**src/rtl/platform_spawner.sv**
```systemverilog
// Scrolls NUM_PLAT platforms down once per frame tick, one per cycle,
// respawning any that fall past the bottom line at the top with a random x.
module platform_spawner #(
  parameter int NUM_PLAT     = 4,
  parameter int VBP          = 31,
  parameter int VFP          = 511,
  parameter int HBP          = 325,
  parameter int PLAT_SPACING = 120,
  parameter int HSTEP        = 50
) (
  input  logic                   clk,
  input  logic                   rst,
  input  logic [9:0]             rand_hpos,
  input  logic                   scroll_tick,
  input  logic [3:0]             scroll_amt,
  output logic [NUM_PLAT*10-1:0] plat_hpos_flat,
  output logic [NUM_PLAT*10-1:0] plat_vpos_flat,
  output logic                   respawn_pulse,
  output logic                   update_done,
  output logic                   busy,
  output logic [15:0]            respawn_count
);

  localparam int IDXW = (NUM_PLAT > 1) ? $clog2(NUM_PLAT) : 1;

  typedef enum logic [1:0] {
    IDLE,
    UPDATE,
    DONE
  } state_t;

  state_t          state_q;
  state_t          state_d;
  logic [9:0]      hpos_q [NUM_PLAT];
  logic [9:0]      vpos_q [NUM_PLAT];
  logic [IDXW-1:0] idx_q;
  logic [3:0]      amt_q;
  logic [10:0]     sum;
  logic            hit;
  logic            last;

  // 11-bit sum so a 10-bit position plus the scroll can never wrap
  assign sum  = {1'b0, vpos_q[idx_q]} + {7'd0, amt_q};
  assign hit  = sum > 11'(VFP);
  assign last = idx_q == IDXW'(NUM_PLAT - 1);

  always_comb begin
    state_d = state_q;
    unique case (state_q)
      IDLE:   if (scroll_tick) state_d = UPDATE;
      UPDATE: if (last) state_d = DONE;
      DONE:   state_d = IDLE;
      default: state_d = IDLE;
    endcase
  end

  always_ff @(posedge clk or posedge rst) begin
    if (rst) begin
      state_q       <= IDLE;
      idx_q         <= '0;
      amt_q         <= '0;
      respawn_pulse <= 1'b0;
      update_done   <= 1'b0;
      busy          <= 1'b0;
      respawn_count <= '0;
      for (int i = 0; i < NUM_PLAT; i++) begin
        hpos_q[i] <= 10'(HBP + i * HSTEP);
        vpos_q[i] <= 10'(VBP + i * PLAT_SPACING);
      end
    end else begin
      state_q       <= state_d;
      respawn_pulse <= 1'b0;
      update_done   <= state_d == DONE;
      busy          <= state_d != IDLE;
      unique case (state_q)
        IDLE: begin
          if (scroll_tick) begin
            amt_q <= scroll_amt;
            idx_q <= '0;
          end
        end
        UPDATE: begin
          if (hit) begin
            vpos_q[idx_q] <= 10'(VBP);
            hpos_q[idx_q] <= rand_hpos;
            respawn_pulse <= 1'b1;
            respawn_count <= respawn_count + 16'd1;
          end else begin
            vpos_q[idx_q] <= sum[9:0];
          end
          if (!last) idx_q <= idx_q + IDXW'(1);
        end
        default: ;
      endcase
    end
  end

  for (genvar g = 0; g < NUM_PLAT; g++) begin : g_flat
    assign plat_hpos_flat[g*10 +: 10] = hpos_q[g];
    assign plat_vpos_flat[g*10 +: 10] = vpos_q[g];
  end

endmodule

```
**config.mk**
```make
export PLATFORM = sky130hd
export DESIGN_NAME = platform_spawner
export DESIGN_NICKNAME = d
export VERILOG_FILES = /design/src/rtl/platform_spawner.sv
export SDC_FILE = /design/constraint.sdc
export NUM_CORES = 1
export LEC_CHECK = 0
export BUFFER_PORTS_ARGS = -buffer_cell sky130_fd_sc_hd__clkbuf_2
export CAP_MARGIN = 0
export CELL_PAD_IN_SITES_DETAIL_PLACEMENT = 0
export CELL_PAD_IN_SITES_GLOBAL_PLACEMENT = 1
export CORE_MARGIN = 8
export CORE_UTILIZATION = 48
export CTS_BUF_LIST = sky130_fd_sc_hd__clkbuf_2 sky130_fd_sc_hd__clkbuf_4 sky130_fd_sc_hd__clkbuf_8
export DETAILED_ROUTE_END_ITERATION = 12
export PLACE_DENSITY_LB_ADDON = 0.1
export SLEW_MARGIN = 20
export SYNTH_ARGS = -nofsm -noshare
export SYNTH_HDL_FRONTEND = slang
export SYNTH_SLANG_ARGS = --single-unit
```
**constraint.sdc**
```tcl
create_clock -name clk -period 6.8 [get_ports clk]
set_input_delay 0.34 -clock clk [delete_from_list [all_inputs] [get_ports clk]]
set_output_delay 0.34 -clock clk [all_outputs]
set_load 0.03 [all_outputs]
```
# After elaboration in Yosys (flattened, before gate mapping)
# Index checks and enable logic that the tools add are counted.
# classes
addsub	3
n_lt_le_gt_ge	3
n_eq_ne	5
mux	16
bitwise_logic	4
n_reduce_logical	7
# op_table
cell	count
40-bit bitwise mux	2
40-bit 2-to-1 mux	1
10-bit 2-to-1 mux	3
20-bit bitwise AND	1
10-bit binary-select mux with 2-bit select	1
10-bit demux with 2-bit select	1
20-bit inverter	1
20-bit bitwise OR	1
16-bit by 1-bit adder with 16-bit output (second input constant)	1
10-bit by 4-bit adder with 11-bit output	1
11-bit by 9-bit greater-than comparator with 1-bit output (second input constant)	1
2-bit 2-to-1 mux	4
2-bit one-hot mux with 2 select lines	2
2-bit == test (second input constant)	2
2-bit != test (second input constant)	2
2-bit AND reduction	2
2-bit nonzero test	2
3-bit >= comparator (second input constant)	1
3-bit by 1-bit less-than comparator with 1-bit output (second input constant)	1
2-bit inverter with 3-bit output	1
3-bit AND reduction	1
2-bit by 1-bit adder with 2-bit output (second input constant)	1
2-bit by 1-bit == test with 1-bit output (second input constant)	1
2-bit zero test	1
other kinds (2)	3
# totals
register_bits	107

# Logic depth before layout (Yosys ltp)
# Gate-level depths: netlist of the first run.
# depth
depth_word	8
mapped_depth	11
ltp_nobuf	8

# Worst setup path after synthesis of the first run
# OpenSTA, ideal clock, no wires.
# synth_path
path_kind	flip-flop to flip-flop
startpoint	register idx_q[0]
endpoint	register hpos_q, in the netlist plat_hpos_flat[32]
setup_ps	125
t_arrival_ps	3026
setup_slack_ps	3649
path_stages_with_launch	11
path_buffers	3
period_less_slack_ps	3151
path_cell_list	dfrtp_1 buf_6 mux4_2 ha_1 a211oi_1 o21ai_0 and4_1 buf_6 nor3_4 buf_6 mux2_4
# synth_between
elab_chain_len	7
# synth_rtl
element	line	rtl
start, declared	36	logic [IDXW-1:0] idx_q;
start signal, assigned	91	if (!last) idx_q <= idx_q + IDXW'(1);
2-bit inverter with 3-bit output (implied by the code) *	43, 85	
10-bit binary-select mux with 2-bit select	43	assign sum = {1'b0, vpos_q[idx_q]} + {7'd0, amt_q};
10-bit 2-to-1 mux (implied by the code) (2 in a row)	43	
10-bit by 4-bit adder with 11-bit output	43	
11-bit by 9-bit greater-than comparator with 1-bit output	44	assign hit = sum > 11'(VFP);
2-bit AND reduction (no line)	--	
end signal, assigned by index	67	hpos_q[i] <= 10'(HBP + i * HSTEP);
end signal, assigned by index	85	hpos_q[idx_q] <= rand_hpos;
end, declared	34	logic [9:0] hpos_q [NUM_PLAT];
# Mark *: on every way between the ends. The rest lies on a longest branch, timed or not. The select of a mux whose other input is x is not followed.
# A chain may end at the register's enable or synchronous reset.

# Worst setup path after layout of the first run
# layout_path
startpoint	register idx_q[0]
endpoint	register hpos_q, in the netlist plat_hpos_flat[19]
# The elaborated chain is that of the path after synthesis.

==> results of run 1 <==
[kinds of logic (layout without fill, tap and decap cells)]
kind of cell	after synthesis	after routing	synth area share
AO/OA/AOI/OAI	58	58	0.0706
XOR/XNOR	20	20	0.0347
adder cells (fa/ha/maj)	10	10	0.0263
buffers and inverters	26	144	0.0315
flip-flops	107	107	0.541
multiplexers	55	55	0.172
AND/OR/NAND/NOR	111	111	0.124
[area by class of cell]
| class | count | area (um^2) | share of cell area |
|---|---|---|---|
| Sequential cell | 107 | 2730 | 0.462 |
| Multi-Input combinational cell | 254 | 2160 | 0.366 |
| Timing Repair Buffer | 118 | 601 | 0.102 |
| Tap cell | 136 | 170 | 0.0288 |
| Clock buffer | 10 | 138 | 0.0233 |
| Clock inverter | 6 | 65.1 | 0.0110 |
| Inverter | 10 | 40.0 | 0.00678 |
[flip-flops by register name (all words and copies together), names as in the netlist]
register and flops:
amt_q 4, plat_vpos_flat 40, state_q 2, update_done 1
respawn_count 16, respawn_pulse 1, busy 1, idx_q 2
plat_hpos_flat 40
[how the worst min path moves through the flow]
stage	from	to	slack, ps	depth (start not counted)
after floorplan	state_q[1]$_DFF_PP0_	busy$_DFF_PP0_	460	1
after global placement	rst	respawn_pulse$_DFF_PP0_	390	2
after detailed placement	rst	update_done$_DFF_PP0_	400	2
after CTS	scroll_amt[3]	amt_q[3]$_DFFE_PP0P_	180	2
after global routing	scroll_amt[0]	amt_q[0]$_DFFE_PP0P_	190	2
final	scroll_amt[0]	amt_q[0]$_DFFE_PP0P_	190	2
[per-stage QoR]
stage / worst slack, ps / util / hold slack [ps]
after CTS: 2460 / 0.575 / 181
after detailed placement: 2460 / 0.554 / 396
final: 2540 / 0.575 / 194
after global routing: 2250 / 0.575 / 186
after global placement: 2550 / 0.554 / 390
after floorplan: 3650 / - / 459
[placed cells by master (no fill, tap or decap), types with 2 or more instances in the layout]
cell type  netlist  routed
nor2_1          29      29
a31oi_1          4       4
inv_8            0       2
a21oi_1         22      22
nor4_1           3       3
and2_1           7       7
clkbuf_8         0      10
nand2b_1         3       3
xor2_1          12      12
o21ai_0         15      15
nor3_1           8       8
a211oi_1         5       5
clkbuf_2         0     115
inv_1           10       9
xnor2_1          8       8
dfstp_2         43      43
mux2_2           9       9
nand2_1         28      28
dfrtp_1         64      64
mux2_4          36      36
a21o_1           2       2
nor3_4           3       3
and4_1           2       2
ha_1             9       9
o31ai_1          4       4
clkinv_4         0       2
buf_4            0       2
nand4_1          5       5
nand3_1         10      10
mux4_2          10      10
nor3_2           2       2
[layer usage]
layer  global-route usage  vias to the layer above
met5                    0                        -
met4               0.0435                        0
met3               0.0481                       11
met2                0.255                       86
met1                0.235                     1685
li1                     -                     1593
[power by group through the flow]
stage          Clock, mW  Combinational [mW]  Sequential (mW)
5_1_grt            0.433                1.17            0.958
4_1_cts            0.402                1.07            0.934
3_3_place_gp           0                1.04            0.945
6_report           0.394                1.06            0.933
3_5_place_dp           0                1.07            0.945
2_1_floorplan          0               0.631             1.09
==> results.ini, run 1 <==
[global_routing]
grt_first_pass_wirelength_um = 19400
grt_max_degree = 69
grt_pass1_vias = 3611
grt_overflow_total = 0
track_usage = 0.169
antenna_found_initial = 0

[finish]
fin_area_um2 = 5910
syn_to_final_growth_pct = 17.0
fill_cells = 912
antenna_cells = 0
fin_cells = 641
nets = 527
drive_gt1_frac = 0.487

[worst_setup_path]
reg2reg_depth = 7
path_class = reg -> reg
endpoint = plat_hpos_flat[19]$_DFFE_PP0P_
cp-startpoint = idx_q[0]$_DFFE_PP0P_
worstPathCellList = mux4_2 -> ha_1 -> a211oi_1 -> o21ai_0 -> and4_1 -> nor3_4 -> mux2_2
worst-endpoint-required_ps = 7060
endpoint_kind = flip-flop
crit_fanout = 15
start_kind = flip-flop
worst_r2r_endpoint = plat_hpos_flat[19]$_DFFE_PP0P_
r2r_slack_ps = 2540
critPathMaxStageDelay_ps = 870
r2r_start = idx_q[0]$_DFFE_PP0P_
crit_slowest_cell = dfrtp_1
critPathArrivalTime_ps = 4520
crit_family = simple AND/OR/NAND/NOR gates
cp.depth = 7
cp.buffers_inverters = 0

[detailed_routing]
routed.top_layer = met4
drc = 0
drt_iter0_drc = 197
final_antenna_net_count = 0
met3_wirelength_um = 569
vias = 3375
dr_wl_met2_um = 5290
first_pass_iters = 4
avgViaCountPerCell = 5.27
wl_per_cell_um = 18.2
wl_um = 11700
wl_met1_um = 5700

[cts]
clk_latency_ps = 380
cts_tree = yes
clockBufferDepth = 2
ctsResizeCount = 0
clk_pin_slew_worst_paths_ps = 110
cts-htree-levels = 3
post_cts_buffers = 0
cts_buffers = 9
cts_sinks = 107
cts_hold_buf = 1
cts-root-buf = clkbuf_8

[power_and_ir_drop]
switching_share = 0.450
p_leak_nw = 2.76
power.internal_mw = 1.32
power_mw = 2.39
switchingPower_mw = 1.07
p_comb_frac = 0.445
seqPwrFrac = 0.390
powerDensity_nw_per_um2 = 405
ir_drop_mv = 0.315
clkPwrFrac = 0.165

[sta]
finalSetupViolations = 0
relSlewSlack = 0.372
fin_skew_ps = 23.2
worst-slew-pin-transition_ps = 941
rsz0062_at_grt = no
finalCritPeriodShare = 0.627
fmax_mhz = 235
min_period_ps = 4260
slew_viol_final = 0
fin_setup_tns_ps = 0
final_hold_viol_count = 0

[yosys]
netlist_instances = 387
ys_seq_area_frac = 0.541
syn-num-nets = 414
syn_area_per_cell_um2 = 13.0
ys_seq_elements = 107
synth_top_flop_cell = dfrtp_1
synth_top_area_frac = 0.317
yosysMostFrequentCell = dfrtp_1
synth_top_area_cell = dfrtp_1
netlist_top_cells_area = dfrtp_1, dfstp_2, mux2_4, mux4_2, ha_1
ys_top_cells_by_count = dfrtp_1, dfstp_2, mux2_4
synth_area_um2 = 5050
yosysWarnings = 0
yosysUniqueCellTypes = 47
async_reset_ff_frac = 1.00
synth-edff-count = 0

[floorplanning]
die_w_um = 119
io_pins = 116
start_util = 0.491
die_h_um = 119
core_um2 = 10300
die-area_um2 = 14100
rows = 37

[placement]
port_buffers = 115
hpwl_um = 8600
dp.cells = 624
detailed_place.area_um2 = 5690
gp_congestion = 0.779

[outcome]
outcome = finished clean

[job]
cap_viol_max_count = 0

[worst_hold_path]
hold_path.class = in -> reg

Power figures use the tool's default switching activity.
==> run 2: changes to the inputs <==
- ABC_AREA: not set -> 1
- CORE_UTILIZATION: 48 -> 42
- clock period: 6.8 -> 4.3 ns (I/O delays scaled with it)
==> results.ini, run 2 <==
[yosys]
synth_area_um2 = 5370  ; +6.4%
yosysMostFrequentCell = nand2_1
async_reset_ff_frac = 1.00  ; unchanged
netlist_instances = 615  ; +59%
ys_top_cells_by_count = nand2_1, inv_1, dfrtp_1
syn_area_per_cell_um2 = 8.74  ; -33%
syn-num-nets = 642  ; +55%
ys_seq_area_frac = 0.508  ; -0.0326
ys_seq_elements = 107  ; unchanged
yosysUniqueCellTypes = 35  ; -26%
synth_top_area_cell = dfrtp_1
synth_top_area_frac = 0.298  ; -0.0191
synth_top_flop_cell = dfrtp_1
netlist_top_cells_area = dfrtp_1, dfstp_2, nand2_1, inv_1, nand3_1
synth-edff-count = 0  ; unchanged
yosysWarnings = 0  ; unchanged

[worst_hold_path]
hold_path.class = in -> async

[power_and_ir_drop]
seqPwrFrac = 0.345  ; -0.045
switchingPower_mw = 2.72  ; +150%
p_leak_nw = 3.15  ; +14%
switching_share = 0.509  ; +0.0598
powerDensity_nw_per_um2 = 859  ; +110%
ir_drop_mv = 0.405  ; +29%
p_comb_frac = 0.538  ; +0.093
clkPwrFrac = 0.117  ; -0.048
power.internal_mw = 2.62  ; +99%

[detailed_routing]
drc = 0  ; unchanged
wl_um = 13300  ; +14%
avgViaCountPerCell = 4.78  ; -9.2%
vias = 4294  ; +27%
final_antenna_net_count = 0  ; unchanged
first_pass_iters = 4  ; unchanged
wl_per_cell_um = 14.8  ; -19%
drt_iter0_drc = 271  ; +38%

[finish]
nets = 747  ; +42%
multi_input_area_um2 = 2160  ; about the same
fill_cells = 1231  ; +35%
layout_common_cells = nand2_1, clkbuf_2, inv_1
syn_to_final_growth_pct = 15.5
seq_area_um2 = 2730  ; unchanged
layout_commonest_cell = nand2_1
drive_gt1_frac = 0.327  ; -0.160

[floorplanning]
start_util = 0.428  ; -0.0638
core_um2 = 12600  ; +22%
die_w_um = 129  ; +8.9%
die-area_um2 = 16700  ; +19%
io_pins = 116  ; unchanged
die_h_um = 129  ; +8.9%
rows = 41  ; +11%

[sta]
layout_setup_ws_ps = 1130  ; -1400 ps
fin_skew_ps = 12.3  ; -10.9 ps
worst-slew-pin-transition_ps = 771  ; -170 ps
fin_setup_tns_ps = 0  ; unchanged
final_hold_viol_count = 49  ; +49
relSlewSlack = 0.481  ; +0.109
finalSetupViolations = 0  ; unchanged
slew_viol_final = 0  ; unchanged
fmax_mhz = 316  ; +35%
min_period_ps = 3170  ; -1100 ps
rsz0062_at_grt = no
finalCritPeriodShare = 0.737  ; +0.110
holdWs_ps = -75.7  ; -270 ps

[cts]
clockBufferDepth = 2  ; unchanged
cts_sinks = 107  ; unchanged
clk_pin_slew_worst_paths_ps = 110  ; about the same
post_cts_buffers = 0  ; unchanged
cts-htree-levels = 3  ; unchanged
cts-root-buf = clkbuf_8
clk_latency_ps = 400  ; +20 ps
cts_buffers = 9  ; unchanged
ctsResizeCount = 0  ; unchanged
cts_tree = yes
cts_hold_buf = 0  ; -1

[global_routing]
grt_max_degree = 79  ; +14%
grt_first_pass_wirelength_um = 22200  ; +15%
track_usage = 0.169  ; -0.000878
antenna_found_initial = 0  ; unchanged
grt_pass1_vias = 4331  ; +20%
grt_overflow_total = 0  ; unchanged

[worst_setup_path]
critPathArrivalTime_ps = 3480  ; -1040 ps
r2r_start = idx_q[1]$_DFFE_PP0P_
r2r_slack_ps = 1130  ; -1400 ps
worst_r2r_endpoint = respawn_count[11]$_DFFE_PP0P_
reg2reg_depth = 14  ; +7
endpoint_kind = flip-flop
path_class = reg -> reg
worst-endpoint-required_ps = 4610  ; -2450 ps
start_kind = flip-flop
crit_fanout = 32  ; +17

[placement]
hpwl_um = 9490  ; +10%
place_ws_ps = 1160  ; -1310 ps
gp_congestion = 0.805  ; +3.4%
port_buffers = 115  ; unchanged

[outcome]
violations = negative hold slack
outcome = finished with violations

[job]
cap_viol_max_count = 0  ; unchanged

-- run 2: cell types whose count changed after synthesis, moves of 14 or more --
cell,change
inv_1,+71
o21ai_1,+32
mux2_4,-36
a21oi_1,-22
o21ai_2,+25
or2_2,+14
nand3_1,+48
nand2_1,+142
-- run 2: layout make-up --
cell class / count / area share
clock inverter: 6 / 0.00806
sequential: 107 / 0.440
antenna: 1 / 0.000403
tap: 172 / 0.0347
timing repair buffer: 118 / 0.0963
multi-input combinational: 402 / 0.348
inverter: 82 / 0.0504
clock buffer: 10 / 0.0222
-- run 2: through the flow --
step	utilization	power (mW)	hold slack [ps]	cells	area (um^2)
4_1_cts	0.494	5.40	27.3	897	6200
5_1_grt	0.494	5.78	1.31	897	6210
3_5_place_dp	0.479	4.75	452	881	6020
6_report	0.494	5.33	-75.7	898	6210
3_3_place_gp	0.479	4.72	450	881	6020
2_1_floorplan	-	4.00	333	615	5370
-- run 2: cells by family after synthesis --
group	share of synthesized area
buffers and inverters	0.0896
flip-flops	0.508
multiplexers	0.00838
XOR/XNOR	0.0261
adder cells (fa/ha/maj)	0.0247
AND/OR/NAND/NOR	0.246
AO/OA/AOI/OAI	0.0969
-- run 2: layer usage --
layer  share of wire  track usage
met1            0.47        0.226
met2            0.44        0.253
met3           0.064       0.0472
met4           0.017       0.0643
met5               0            0
-- run 2: worst max-delay path by stage --
stage / startpoint / endpoint / slack (ps)
3_3_place_gp: idx_q[1]$_DFFE_PP0P_ / respawn_count[15]$_DFFE_PP0P_ / 1290
3_5_place_dp: idx_q[1]$_DFFE_PP0P_ / respawn_count[9]$_DFFE_PP0P_ / 1160
2_1_floorplan: rst / amt_q[0]$_DFFE_PP0P_ / 1340
5_1_grt: idx_q[1]$_DFFE_PP0P_ / plat_vpos_flat[13]$_DFFE_PP0P_ / 790
6_report: idx_q[1]$_DFFE_PP0P_ / respawn_count[11]$_DFFE_PP0P_ / 1130
4_1_cts: idx_q[1]$_DFFE_PP0P_ / respawn_count[10]$_DFFE_PP0P_ / 1120
-- run 2: worst max-delay path: stages (launching register included) --
cell,delay (ps)
dfrtp_1,630
inv_1,340
o21ai_0,160
o22ai_1,90
ha_1,210
fa_1,420
nand3_1,110
nand3_1,110
nand3_1,120
nand2_1,60
inv_1,90
nand3_4,170
nand3_4,400
nand2_1,120
o21ai_2,80
-- run 2: power by group through the flow --
| stage | logic (mW) | registers [mW] | clock network, mW |
|---|---|---|---|
| 3_5_place_dp | 2.89 | 1.86 | 0 |
| 3_3_place_gp | 2.86 | 1.86 | 0 |
| 6_report | 2.87 | 1.84 | 0.623 |
| 2_1_floorplan | 1.49 | 2.52 | 0 |
| 4_1_cts | 2.90 | 1.85 | 0.647 |
| 5_1_grt | 3.20 | 1.90 | 0.679 |
==> run 3: changes to the inputs <==
- clock period: 4.3 -> 3 ns (I/O delays scaled with it)
==> results.ini, run 3 (synthesis gave the netlist of run 2 again) <==
[detailed_routing]
wl_per_cell_um = 14.7  ; -0.51%
avgViaCountPerCell = 4.72  ; -1.3%
drt_iter0_drc = 220  ; -19%
vias = 4311  ; +0.40%
final_antenna_net_count = 0  ; unchanged
first_pass_iters = 4  ; unchanged
wl_um = 13400  ; +1.2%
drc = 0  ; unchanged

[finish]
syn_to_final_growth_pct = 18.6
antenna_cells = 0  ; -1
layout_commonest_cell = nand2_1
nets = 763  ; +2.1%
drive_gt1_frac = 0.336  ; +0.00914
multi_input_area_um2 = 2170  ; +0.64%
layout_common_cells = nand2_1, clkbuf_2, inv_1
seq_area_um2 = 2730  ; about the same
fin_cells = 913  ; +1.7%
fill_cells = 1244  ; +1.1%

[sta]
fmax_mhz = 359  ; +14%
fin_skew_ps = 12.6  ; +0.285 ps
finalCritPeriodShare = 0.929  ; +0.192
relSlewSlack = 0.454  ; -0.0269
final_hold_viol_count = 0  ; -100%
slew_viol_final = 0  ; unchanged
min_period_ps = 2790  ; -381 ps
fin_setup_tns_ps = 0  ; unchanged
finalSetupViolations = 0  ; unchanged
worst-slew-pin-transition_ps = 811  ; +40.0 ps
rsz0062_at_grt = yes

[global_routing]
grt_overflow_total = 0  ; unchanged
grt_max_degree = 69  ; -13%
grt_pass1_vias = 4267  ; -1.5%
antenna_found_initial = 0  ; unchanged
grt_first_pass_wirelength_um = 22000  ; -0.93%
track_usage = 0.168  ; -0.000864

[worst_setup_path]
critPathArrivalTime_ps = 3050  ; -430 ps
start_kind = flip-flop
endpoint_kind = flip-flop
crit_fanout = 32  ; unchanged
worst-endpoint-required_ps = 3260  ; -1350 ps
path_class = reg -> reg

[cts]
cts-htree-levels = 3  ; unchanged
cts_sinks = 107  ; unchanged
clk_latency_ps = 390  ; about the same
clk_pin_slew_worst_paths_ps = 110  ; about the same
cts_buffers = 9  ; unchanged
cts_tree = yes
clockBufferDepth = 2  ; unchanged
cts-root-buf = clkbuf_8

[power_and_ir_drop]
ir_drop_mv = 0.621  ; +53%
powerDensity_nw_per_um2 = 1220  ; +41%
p_leak_nw = 3.23  ; +2.4%

[job]
cap_viol_max_count = 0  ; unchanged

[floorplanning]
io_pins = 116  ; unchanged
die_h_um = 129  ; unchanged
start_util = 0.428  ; unchanged
core_um2 = 12600  ; unchanged
die_w_um = 129  ; unchanged
die-area_um2 = 16700  ; unchanged
rows = 41  ; unchanged

[placement]
hpwl_um = 9710  ; +2.3%
dp.cells = 890  ; +1.0%
gp_congestion = 0.800  ; -0.60%
port_buffers = 115  ; unchanged

[outcome]
outcome = finished clean

[worst_hold_path]
hold_path.class = in -> reg

run 3: changes by cell type in the layout (fill, tap and decap cells not counted), moves of 2 or more:
cell | previous run | this run
buf_4 | 3 | 11
clkinv_4 | 0 | 2
dlygate4sd3_1 | 0 | 7
inv_6 | 4 | 1
nand2_1 | 170 | 168
nand2_2 | 3 | 5
run 3: area by class of cell:
class / instances / share of cell area
sequential: 107 / 0.429
multi-input combinational: 402 / 0.341
timing repair buffer: 134 / 0.117
inverter: 82 / 0.0487
tap: 172 / 0.0338
clock buffer: 10 / 0.0216
clock inverter: 6 / 0.00883
run 3: metal layers:
metal	GRT usage	vias to the layer above	routed length (um)
met4	0.0622	0	212
li1	-	2176	-
met5	0	-	0
met1	0.222	2005	6230
met2	0.258	116	6130
met3	0.0448	14	866
run 3: worst max-delay path, cell delays in order (launching register included):
cell     delay, ps
dfrtp_2        480
buf_4          170
o21ai_0        160
o22ai_1        100
ha_1           340
nand3_1         90
nand3_1        110
nand2_1        120
a21oi_4        220
nand2_2        130
nand2_8        130
nand3_4        350
nand2_1        200
o21ai_2         70
run 3: power breakdown:
| part | leakage [nW] | internal [mW] | total, mW | switching [mW] |
|---|---|---|---|---|
| logic | 1.87 | 1.27 | 4.22 | 2.95 |
| registers | 1.26 | 2.22 | 2.65 | 0.424 |
| clock network | 0.0969 | 0.343 | 0.884 | 0.541 |
| total | 3.23 | 3.83 | 7.75 | 3.92 |
run 3: path summary, 6_finish.rpt:
| check | startpoint | endpoint | slack [ps] | depth (start not counted) |
|---|---|---|---|---|
| max in group asynchronous | rst | plat_vpos_flat[14]$_DFFE_PP1P_ | 2120 | 4 |
| min reg2reg | plat_hpos_flat[14]$_DFFE_PP1P_ | plat_hpos_flat[14]$_DFFE_PP1P_ | 480 | 2 |
| max reg2reg | idx_q[0]$_DFFE_PP0P_ | respawn_count[1]$_DFFE_PP0P_ | 210 | 13 |
| max | idx_q[0]$_DFFE_PP0P_ | respawn_count[1]$_DFFE_PP0P_ | 210 | 13 |
| min in group asynchronous | rst | respawn_count[10]$_DFFE_PP0P_ | 210 | 3 |
| min | rand_hpos[3] | plat_hpos_flat[23]$_DFFE_PP1P_ | 30 | 3 |
run 3: repair_timing:
action	CTS	global route
setup endpoints to repair	0	82
hold endpoints to repair	19	0
gates resized for setup	0	4
buffers inserted	0	0
hold buffers	7	0
run 3: through the flow:
step | total power [mW] | hold slack [ps] | setup slack, ps | instance area (um^2) | util
after detailed placement | 6.90 | 86.1 | 159 | 6100 | 0.485
after global routing | 8.34 | 17.9 | -32.8 | 6370 | 0.507
after CTS | 7.83 | 1.71 | 121 | 6360 | 0.506
final | 7.75 | 30.4 | 213 | 6370 | 0.507
after floorplan | 5.74 | 268 | 104 | 5370 | -
after global placement | 6.85 | 81.4 | 239 | 6100 | 0.485
